--- src/rtl/dmem_arb_pkg.sv ---
// Shared types and size codes for the two-port data-memory arbiter.
package dmem_arb_pkg;

  typedef enum logic [1:0] {
    IDLE   = 2'd0,
    ACCESS = 2'd1,
    RESP   = 2'd2
  } state_e;

  localparam logic [2:0] BYTE  = 3'b000;
  localparam logic [2:0] HALF  = 3'b001;
  localparam logic [2:0] WORD  = 3'b010;
  localparam logic [2:0] BYTEU = 3'b100;
  localparam logic [2:0] HALFU = 3'b101;

  function automatic logic f3_legal(input logic [2:0] f3);
    return (f3 == BYTE) || (f3 == HALF) || (f3 == WORD) ||
           (f3 == BYTEU) || (f3 == HALFU);
  endfunction

  // Unsigned codes only make sense for loads.
  function automatic logic f3_writable(input logic [2:0] f3);
    return (f3 == BYTE) || (f3 == HALF) || (f3 == WORD);
  endfunction

endpackage

--- src/rtl/dmem_access_check.sv ---
// Combinational legality check of a latched memory command.
module dmem_access_check
  import dmem_arb_pkg::*;
#(
  parameter int DATA_WIDTH = 32,
  parameter int ADDR_WIDTH = 17
) (
  input  logic                  we,
  input  logic [2:0]            funct3,
  input  logic [DATA_WIDTH-1:0] addr,
  output logic                  err
);

  logic out_of_range, bad_f3, bad_wr, mis_half, mis_word;

  assign out_of_range = |addr[DATA_WIDTH-1:ADDR_WIDTH];
  assign bad_f3       = !f3_legal(funct3);
  assign bad_wr       = we && !f3_writable(funct3);
  assign mis_half     = ((funct3 == HALF) || (funct3 == HALFU)) && addr[0];
  assign mis_word     = (funct3 == WORD) && (addr[1:0] != 2'b00);

  assign err = out_of_range | bad_f3 | bad_wr | mis_half | mis_word;

endmodule

--- src/rtl/dmem_arbiter.sv ---
// Two-port (CPU/DMA) round-robin arbiter in front of a single data memory.
// Each access takes IDLE -> ACCESS -> RESP; the ack pulses in RESP.
module dmem_arbiter
  import dmem_arb_pkg::*;
#(
  parameter int DATA_WIDTH = 32,
  parameter int ADDR_WIDTH = 17
) (
  input  logic                  clk,
  input  logic                  rst,
  input  logic                  p0_req,
  input  logic                  p0_we,
  input  logic [2:0]            p0_funct3,
  input  logic [DATA_WIDTH-1:0] p0_addr,
  input  logic [DATA_WIDTH-1:0] p0_wdata,
  output logic                  p0_ack,
  output logic [DATA_WIDTH-1:0] p0_rdata,
  output logic                  p0_err,
  input  logic                  p1_req,
  input  logic                  p1_we,
  input  logic [2:0]            p1_funct3,
  input  logic [DATA_WIDTH-1:0] p1_addr,
  input  logic [DATA_WIDTH-1:0] p1_wdata,
  output logic                  p1_ack,
  output logic [DATA_WIDTH-1:0] p1_rdata,
  output logic                  p1_err,
  output logic                  mem_we,
  output logic [2:0]            mem_funct3,
  output logic [DATA_WIDTH-1:0] mem_addr,
  output logic [DATA_WIDTH-1:0] mem_wdata,
  input  logic [DATA_WIDTH-1:0] mem_rdata
);

  state_e                state_q, state_d;
  logic                  last_q, last_d;
  logic                  cmd_port_q, cmd_port_d;
  logic                  cmd_we_q, cmd_we_d;
  logic [2:0]            cmd_f3_q, cmd_f3_d;
  logic [DATA_WIDTH-1:0] cmd_addr_q, cmd_addr_d;
  logic [DATA_WIDTH-1:0] cmd_wdata_q, cmd_wdata_d;
  logic [DATA_WIDTH-1:0] rdata_q, rdata_d;
  logic                  grant, acc_err;

  // On a tie the port that did not win last time gets the grant.
  assign grant = (p0_req && p1_req) ? !last_q : p1_req;

  dmem_access_check #(
    .DATA_WIDTH (DATA_WIDTH),
    .ADDR_WIDTH (ADDR_WIDTH)
  ) u_check (
    .we     (cmd_we_q),
    .funct3 (cmd_f3_q),
    .addr   (cmd_addr_q),
    .err    (acc_err)
  );

  always_comb begin
    state_d     = state_q;
    last_d      = last_q;
    cmd_port_d  = cmd_port_q;
    cmd_we_d    = cmd_we_q;
    cmd_f3_d    = cmd_f3_q;
    cmd_addr_d  = cmd_addr_q;
    cmd_wdata_d = cmd_wdata_q;
    rdata_d     = rdata_q;
    unique case (state_q)
      IDLE: begin
        if (p0_req || p1_req) begin
          state_d     = ACCESS;
          last_d      = grant;
          cmd_port_d  = grant;
          cmd_we_d    = grant ? p1_we     : p0_we;
          cmd_f3_d    = grant ? p1_funct3 : p0_funct3;
          cmd_addr_d  = grant ? p1_addr   : p0_addr;
          cmd_wdata_d = grant ? p1_wdata  : p0_wdata;
        end
      end
      ACCESS: begin
        state_d = RESP;
        rdata_d = acc_err ? '0 : mem_rdata;
      end
      RESP:    state_d = IDLE;
      default: state_d = IDLE;
    endcase
  end

  always_ff @(posedge clk or posedge rst) begin
    if (rst) begin
      state_q     <= IDLE;
      last_q      <= 1'b1;
      cmd_port_q  <= 1'b0;
      cmd_we_q    <= 1'b0;
      cmd_f3_q    <= 3'b000;
      cmd_addr_q  <= '0;
      cmd_wdata_q <= '0;
      rdata_q     <= '0;
    end else begin
      state_q     <= state_d;
      last_q      <= last_d;
      cmd_port_q  <= cmd_port_d;
      cmd_we_q    <= cmd_we_d;
      cmd_f3_q    <= cmd_f3_d;
      cmd_addr_q  <= cmd_addr_d;
      cmd_wdata_q <= cmd_wdata_d;
      rdata_q     <= rdata_d;
    end
  end

  assign mem_we     = (state_q == ACCESS) && cmd_we_q && !acc_err;
  assign mem_funct3 = cmd_f3_q;
  assign mem_addr   = cmd_addr_q;
  assign mem_wdata  = cmd_wdata_q;

  assign p0_ack   = (state_q == RESP) && !cmd_port_q;
  assign p1_ack   = (state_q == RESP) &&  cmd_port_q;
  assign p0_err   = p0_ack && acc_err;
  assign p1_err   = p1_ack && acc_err;
  assign p0_rdata = rdata_q;
  assign p1_rdata = rdata_q;

endmodule

--- config.mk ---
export PLATFORM = sky130hd
export DESIGN_NAME = dmem_arbiter
export DESIGN_NICKNAME = d
export VERILOG_FILES = /design/src/rtl/dmem_arb_pkg.sv /design/src/rtl/dmem_access_check.sv /design/src/rtl/dmem_arbiter.sv
export SDC_FILE = /design/constraint.sdc
export NUM_CORES = 1
export LEC_CHECK = 0
export BUFFER_PORTS_ARGS = -buffer_cell sky130_fd_sc_hd__buf_2
export CORE_MARGIN = 2
export CORE_UTILIZATION = 40
export DETAILED_ROUTE_END_ITERATION = 8
export PLACE_DENSITY = 0.81
export REMOVE_ABC_BUFFERS = 1
export SETUP_SLACK_MARGIN = 0.5
export SLEW_MARGIN = 20
export SYNTH_ARGS = -nofsm -noshare
export SYNTH_HDL_FRONTEND = slang
export SYNTH_HIERARCHICAL = 1
export SYNTH_SLANG_ARGS = --single-unit
--- constraint.sdc ---
create_clock -name clk -period 3.3 [get_ports clk]
set_input_delay 0.66 -clock clk [delete_from_list [all_inputs] [get_ports clk]]
set_output_delay 0.66 -clock clk [all_outputs]
set_load 0.02 [all_outputs]
==> metrics.md, run 1 <==
| Metric | Value |
|---|---|
| DRC | `0` |
| CTS max path bufs | `2` |
| Inst Count DP | `846` |
| Worst slew margin | `56.6%` |
| CP Class | `reg -> out` |
| Synth Flop Type | `dfrtp_1` |
| Maximum capacitance violations | `0` |
| Synth-to-Final Area Change | `36.4%` |
| Final Setup Violations | `0` |
| Delay-heaviest family, CP | `simple AND/OR/NAND/NOR gates` |
| RSZ-0062 raised after global routing | `yes` |
| Synth top area cells | `dfrtp_1 (49%), mux2_2 (21%), mux2_4 (11%)` |
| Mapped cell area | `0.00531 mm^2` |
| CTS tree | `built` |
| CP arrival | `2.20 ns` |
| Final wirelength | `13200 um` |
| HP Class | `in -> async` |
| Aggregate global routing overflow | `0` |
| Share of cells above drive strength 1 | `70.2%` |
| Final period util | `86.8%` |
| Gpl congestion | `0.797` |
| Startpoint Class | `register` |
| Worst-margin pin slew | `0.646 ns` |
| Detailed placement HPWL | `9620 um` |
| Peak supply drop | `0.000577 V` |
| Cells after Synth | `414` |
| Endpoint class of the critical path | `primary output` |
| Hold Violations, Final | `0` |
| Total track usage | `18.6%` |
| DRT Pass-1 Iters | `4` |
| Slowest-stage cell, CP | `or4_4` |
| Delay of the slowest cell on the worst path | `0.55 ns` |
| Met1 Use GR | `22.7%` |
| Initial detailed-routing violation count | `142` |
| Starting Density | `40.6%` |
| Drt wl/cell | `15.2 um` |
| CP Cell Sequence | `or4_4, nor4_4, o2111ai_4, nor3b_2, buf_4` |
| Met2 Track Usage GR | `31.9%` |
| Final Skew | `0.00625 ns` |
| NumNets Final | `861` |
| Worst-Skew Late Latency | `0.34 ns` |
| Asr flop ratio synth | `100%` |
| Synth Warn # | `6` |
| Vias per inst | `4.62` |
| Routing usage on met3 | `5.22%` |
| Largest net degree at the start of global routing | `72` |
| Area leader, netlist | `dfrtp_1` |
| Count leader, synth | `dfrtp_1` |
| Post-route ant nets | `0` |
| Worst-path clk slew | `0.07 ns` |
| Die area | `0.0142 mm^2` |
| P_leak | `3.70 nW` |
| Root Buffer | `clkbuf_16` |
| Port bufs | `307` |
| #FFs+latches synth | `104` |
| Crit path max fanout | `7` |
| Post-synth top area share | `48.5%` |
| Syn Area/Cell | `12.8 um^2` |
| Number of synthesized flops with an enable pin | `0` |
| Max frequency | `349 MHz` |
| H-tree Lvls | `3` |
| PwrDens | `793 mW/mm^2` |
| Outcome | `completed` |
| Initial antenna violation count | `1` |
| Clock sink total | `104` |
| Die width | `119 um` |
| First-pass GRT wire length | `20700 um` |
| GRT Max-Usage Layer | `met2` |
| Synth top cells by count | `dfrtp_1 (103), mux2_2 (98), mux2_4 (40)` |
| WHS | `0.291 ns` |
| # diodes | `0` |
| Hold_buf cts | `0` |
| Fin util | `55.4%` |
| Sequential element share of the synthesized area | `49.0%` |
| Final min period | `2.86 ns` |
| Critical path buffers and inverters | `1` |
| Vias in the first global route | `4089` |
| Die extent in y | `119 um` |
| Synth cell types | `26` |
| Core ar. | `0.0131 mm^2` |
| # IOs | `308` |
| Cts bufs inserted | `9` |
| Cell Rows | `42` |
| DR vias | `4021` |
| Pins over their slew limit | `0` |
| Total power | `0.00575 W` |
| Worst Path Required | `2.64 ns` |
| Non-filler cells in the finished layout | `870` |
[sequential cells by signal, summed over array words and instances (netlist names)]
name        count
last_q          1
mem_addr       32
mem_funct3      3
cmd_we_q        1
mem_wdata      32
state_q         2
cmd_port_q      1
p0_rdata       32
[where the power goes]
part | switching, W | internal (W)
Combinational | 0.00138 | 0.00123
Sequential | 0.000313 | 0.00174
Clock | 0.000460 | 0.000630
[placed cells by master (no fill, tap or decap), types with 2 or more instances in the layout]
cell / count
and2_1: 2
buf_12: 3
buf_2: 304
buf_4: 11
buf_6: 2
clkbuf_16: 9
clkbuf_8: 2
clkinvlp_4: 3
dfrtp_1: 103
mux2_2: 98
mux2_4: 40
nand2_1: 32
nand2b_1: 32
nor4_2: 2
nor4_4: 2
o21ai_0: 32
[timing repair]
action | CTS | global route
pin swaps | 4 | 3
gates resized for setup | 10 | 4
buffers inserted | 5 | 2
setup endpoints to repair | 3 | 3
cloned | 1 | 0
[cell families after synthesis]
| logic type | share of synthesized area [%] |
|---|---|
| buffers and inverters | 7.40 |
| AO/OA/AOI/OAI | 3.67 |
| flip-flops | 49.0 |
| multiplexers | 32.1 |
| AND/OR/NAND/NOR | 7.82 |
[layout make-up]
| class | instances | area, um^2 |
|---|---|---|
| flip-flops and latches | 104 | 2600 |
| repair buffers | 320 | 1690 |
| clock inverters | 4 | 52.6 |
| inverters | 2 | 10.0 |
| fillers | 1131 | 5840 |
| multi-input cells | 252 | 2410 |
| clock buffers | 12 | 256 |
| well taps | 176 | 220 |
[worst register-to-register path: cells and delay by family, from the launching register on]
| family | cells | cell delay (ns) |
|---|---|---|
| flops | 1 | 0.39 |
| compound gates | 2 | 0.43 |
| buf+inv | 2 | 0.43 |
| simple gates | 3 | 0.91 |
[layer usage]
metal	vias up	routed length, um
met5	-	13
met3	16	845
met1	1901	5580
met2	155	6570
met4	2	176
li1	1947	-
[worst paths after layout]
kind | startpoint | endpoint | slack, ns | cells past startpoint
max reg2reg | mem_addr[29]$_DFFE_PP0P_ | p0_rdata[5]$_DFFE_PP0N_ | 1.04 | 7
max | mem_addr[29]$_DFFE_PP0P_ | mem_we | 0.44 | 5
min reg2reg | p0_rdata[4]$_DFFE_PP0N_ | p0_rdata[4]$_DFFE_PP0N_ | 0.50 | 2
max in group asynchronous | rst | mem_addr[28]$_DFFE_PP0P_ | 2.31 | 3
min | rst | p0_rdata[23]$_DFFE_PP0N_ | 0.29 | 2
min in group clk | p0_rdata[4]$_DFFE_PP0N_ | p0_rdata[4]$_DFFE_PP0N_ | 0.50 | 2
[stage by stage]
stage / setup TNS, ns / worst slack, ns / cell area [um^2]
2_1_floorplan: -89.23 / -1.14 / 4930
3_3_place_gp: 0 / 0.474 / 6790
3_5_place_dp: 0 / 0.446 / 6790
4_1_cts: 0 / 0.281 / 7210
5_1_grt: 0 / 0.324 / 7240
6_report: 0 / 0.436 / 7240
Note: power is estimated with default switching activity, not from simulation.
==> inputs of run 2 (changes only) <==
--- a/config.mk
+++ b/config.mk
@@ -9,6 +9,7 @@
 export CORE_MARGIN = 2
 export CORE_UTILIZATION = 40
 export DETAILED_ROUTE_END_ITERATION = 8
+export GPL_TIMING_DRIVEN = 0
 export PLACE_DENSITY = 0.81
 export REMOVE_ABC_BUFFERS = 1
 export SETUP_SLACK_MARGIN = 0.5
==> metrics.md, run 2 (synthesis results as in run 1) <==
| Metric | Value |
|---|---|
| Post-DP Area | `0.00688 mm^2 (+1.4%)` |
| Hold Violations, Final | `0 (unchanged)` |
| Detailed placement HPWL | `10100 um (+4.7%)` |
| Initial detailed-routing violation count | `164 (+15%)` |
| Hold_buf cts | `0 (unchanged)` |
| Most frequent cells in the layout | `buf_2 (304), dfrtp_1 (103), mux2_2 (98)` |
| CTS max path bufs | `2 (unchanged)` |
| Final worst setup slack | `0.470 ns (+0.0341 ns)` |
| Crit path max fanout | `6 (-1)` |
| Final wirelength | `13500 um (+2.1%)` |
| Final min period | `2.83 ns (-0.0341 ns)` |
| Reg2Reg Depth | `6 (-1)` |
| Maximum capacitance violations | `0 (unchanged)` |
| Place WS | `0.389 ns (-0.0575 ns)` |
| # diodes | `0 (unchanged)` |
| Total power | `0.00584 W (+1.5%)` |
| Final period util | `85.8% (-1.0 points)` |
| HP Class | `in -> async` |
| Die extent in y | `119 um (unchanged)` |
| Most common cell after layout, fill and taps aside | `buf_2` |
| Worst slew margin | `50.9% (-5.6 points)` |
| Vias per inst | `4.66 (+0.93%)` |
| Share of cells above drive strength 1 | `69.9% (-0.24 points)` |
| Design Area, Final | `0.00730 mm^2 (+0.85%)` |
| # IOs | `308 (unchanged)` |
| Worst-margin pin slew | `0.736 ns (+0.0897 ns)` |
| Aggregate global routing overflow | `0 (unchanged)` |
| Largest net degree at the start of global routing | `56 (-22%)` |
| DRC | `0 (unchanged)` |
| Die area | `0.0142 mm^2 (unchanged)` |
| Initial antenna violation count | `1 (unchanged)` |
| WHS | `0.346 ns (+0.0545 ns)` |
| Delay of the slowest cell on the worst path | `0.55 ns (about the same)` |
| Synth-to-Final Area Change | `37.5%` |
| Vias in the first global route | `4093 (+0.098%)` |
| Slowest-stage cell, CP | `or4_4` |
| Final Setup Violations | `0 (unchanged)` |
| Cts bufs inserted | `9 (unchanged)` |
| NumNets Final | `863 (+0.23%)` |
| CP Cell Sequence | `or4_4, nor4_4, o2111ai_4, and2_1, buf_6` |
| Delay-heaviest family, CP | `simple AND/OR/NAND/NOR gates` |
| Core ar. | `0.0131 mm^2 (unchanged)` |
| Die width | `119 um (unchanged)` |
| CP arrival | `2.17 ns (-0.03 ns)` |
| Clock sink total | `104 (unchanged)` |
| Max frequency | `353 MHz (+1.2%)` |
| DRT Pass-1 Iters | `4 (unchanged)` |
| Starting Density | `40.6% (unchanged)` |
| PwrDens | `799 mW/mm^2 (+0.69%)` |
| Drt wl/cell | `15.5 um (+2.0%)` |
| Worst-path clk slew | `0.07 ns (about the same)` |
| Final Skew | `0.0129 ns (+0.00663 ns)` |
| Pins over their slew limit | `0 (unchanged)` |
| P_leak | `3.73 nW (+1.0%)` |
| CTS tree | `built` |
| Peak supply drop | `0.000483 V (-16%)` |
| Startpoint Class | `register` |
| DR vias | `4063 (+1.0%)` |
| Cell Rows | `42 (unchanged)` |
| First-pass GRT wire length | `21300 um (+2.9%)` |
| Gpl congestion | `0.749 (-6.1%)` |
| Inst Count DP | `848 (+0.24%)` |
| H-tree Lvls | `3 (unchanged)` |
| Root Buffer | `clkbuf_16` |
| Worst Path Required | `2.64 ns (about the same)` |
| RSZ-0062 raised after global routing | `yes` |
| Worst-Skew Late Latency | `0.34 ns (about the same)` |
| CP Class | `reg -> out` |
| Non-filler cells in the finished layout | `871 (+0.11%)` |
| Outcome | `completed` |
| Endpoint class of the critical path | `primary output` |
| Total track usage | `19.1% (+0.50 points)` |
| Critical path buffers and inverters | `1 (unchanged)` |
| Post-route ant nets | `0 (unchanged)` |
| CP Depth | `5 (unchanged)` |
| Port bufs | `307 (unchanged)` |
run 2: cell types whose count changed in the layout (fill, tap and decap cells not counted), moves of 2 or more:
| cell | previous run | this run |
|---|---|---|
| buf_12 | 3 | 1 |
| clkinv_2 | 0 | 2 |
| buf_16 | 0 | 3 |
| buf_8 | 0 | 4 |
| clkbuf_8 | 2 | 0 |
| clkinvlp_4 | 3 | 0 |
| buf_4 | 11 | 8 |
run 2: where the power goes:
group	leakage, nW	internal (W)	switching [W]
clock network	0.149	0.000659	0.000443
logic	2.30	0.00130	0.00140
registers	1.29	0.00174	0.000301
run 2: layout make-up:
class / count / area, um^2
clock buffers: 11 / 233
clock inverters: 4 / 70.1
fillers: 1128 / 5780
inverters: 2 / 12.5
multi-input cells: 252 / 2400
flip-flops and latches: 104 / 2600
well taps: 176 / 220
repair buffers: 322 / 1770
run 2: routing by layer:
| metal | global-route usage, % | part of all wire [%] | vias up |
|---|---|---|---|
| met4 | 6.10 | 1.6 | 2 |
| met5 | 0 | 0.097 | - |
| met2 | 32.2 | 50 | 150 |
| met3 | 4.65 | 5.9 | 18 |
| li1 | - | - | 1957 |
| met1 | 24.1 | 42 | 1936 |
run 2: timing repair:
item,CTS,global route
setup endpoints to repair,3,3
resized for setup,9,2
pin swaps,4,4
buffers inserted,7,0
gates cloned,1,0
run 2: path summary, 6_finish.rpt:
check                                    startpoint                  endpoint  slack [ns]
min in group clk           p0_rdata[21]$_DFFE_PP0N_  p0_rdata[21]$_DFFE_PP0N_        0.50
max reg2reg                mem_addr[29]$_DFFE_PP0P_   p0_rdata[3]$_DFFE_PP0N_        1.10
min                                             rst  p0_rdata[30]$_DFFE_PP0N_        0.35
min reg2reg                p0_rdata[21]$_DFFE_PP0N_  p0_rdata[21]$_DFFE_PP0N_        0.50
max                        mem_addr[29]$_DFFE_PP0P_                    p0_err        0.47
max in group asynchronous                       rst        last_q$_DFFE_PP1P_        2.30
run 2: metrics by stage:
step	utilization, %	setup TNS [ns]
2_1_floorplan	-	-89.23
3_3_place_gp	51.1	-315.99
3_5_place_dp	52.6	0
4_1_cts	55.8	0
5_1_grt	55.8	0
6_report	55.8	0
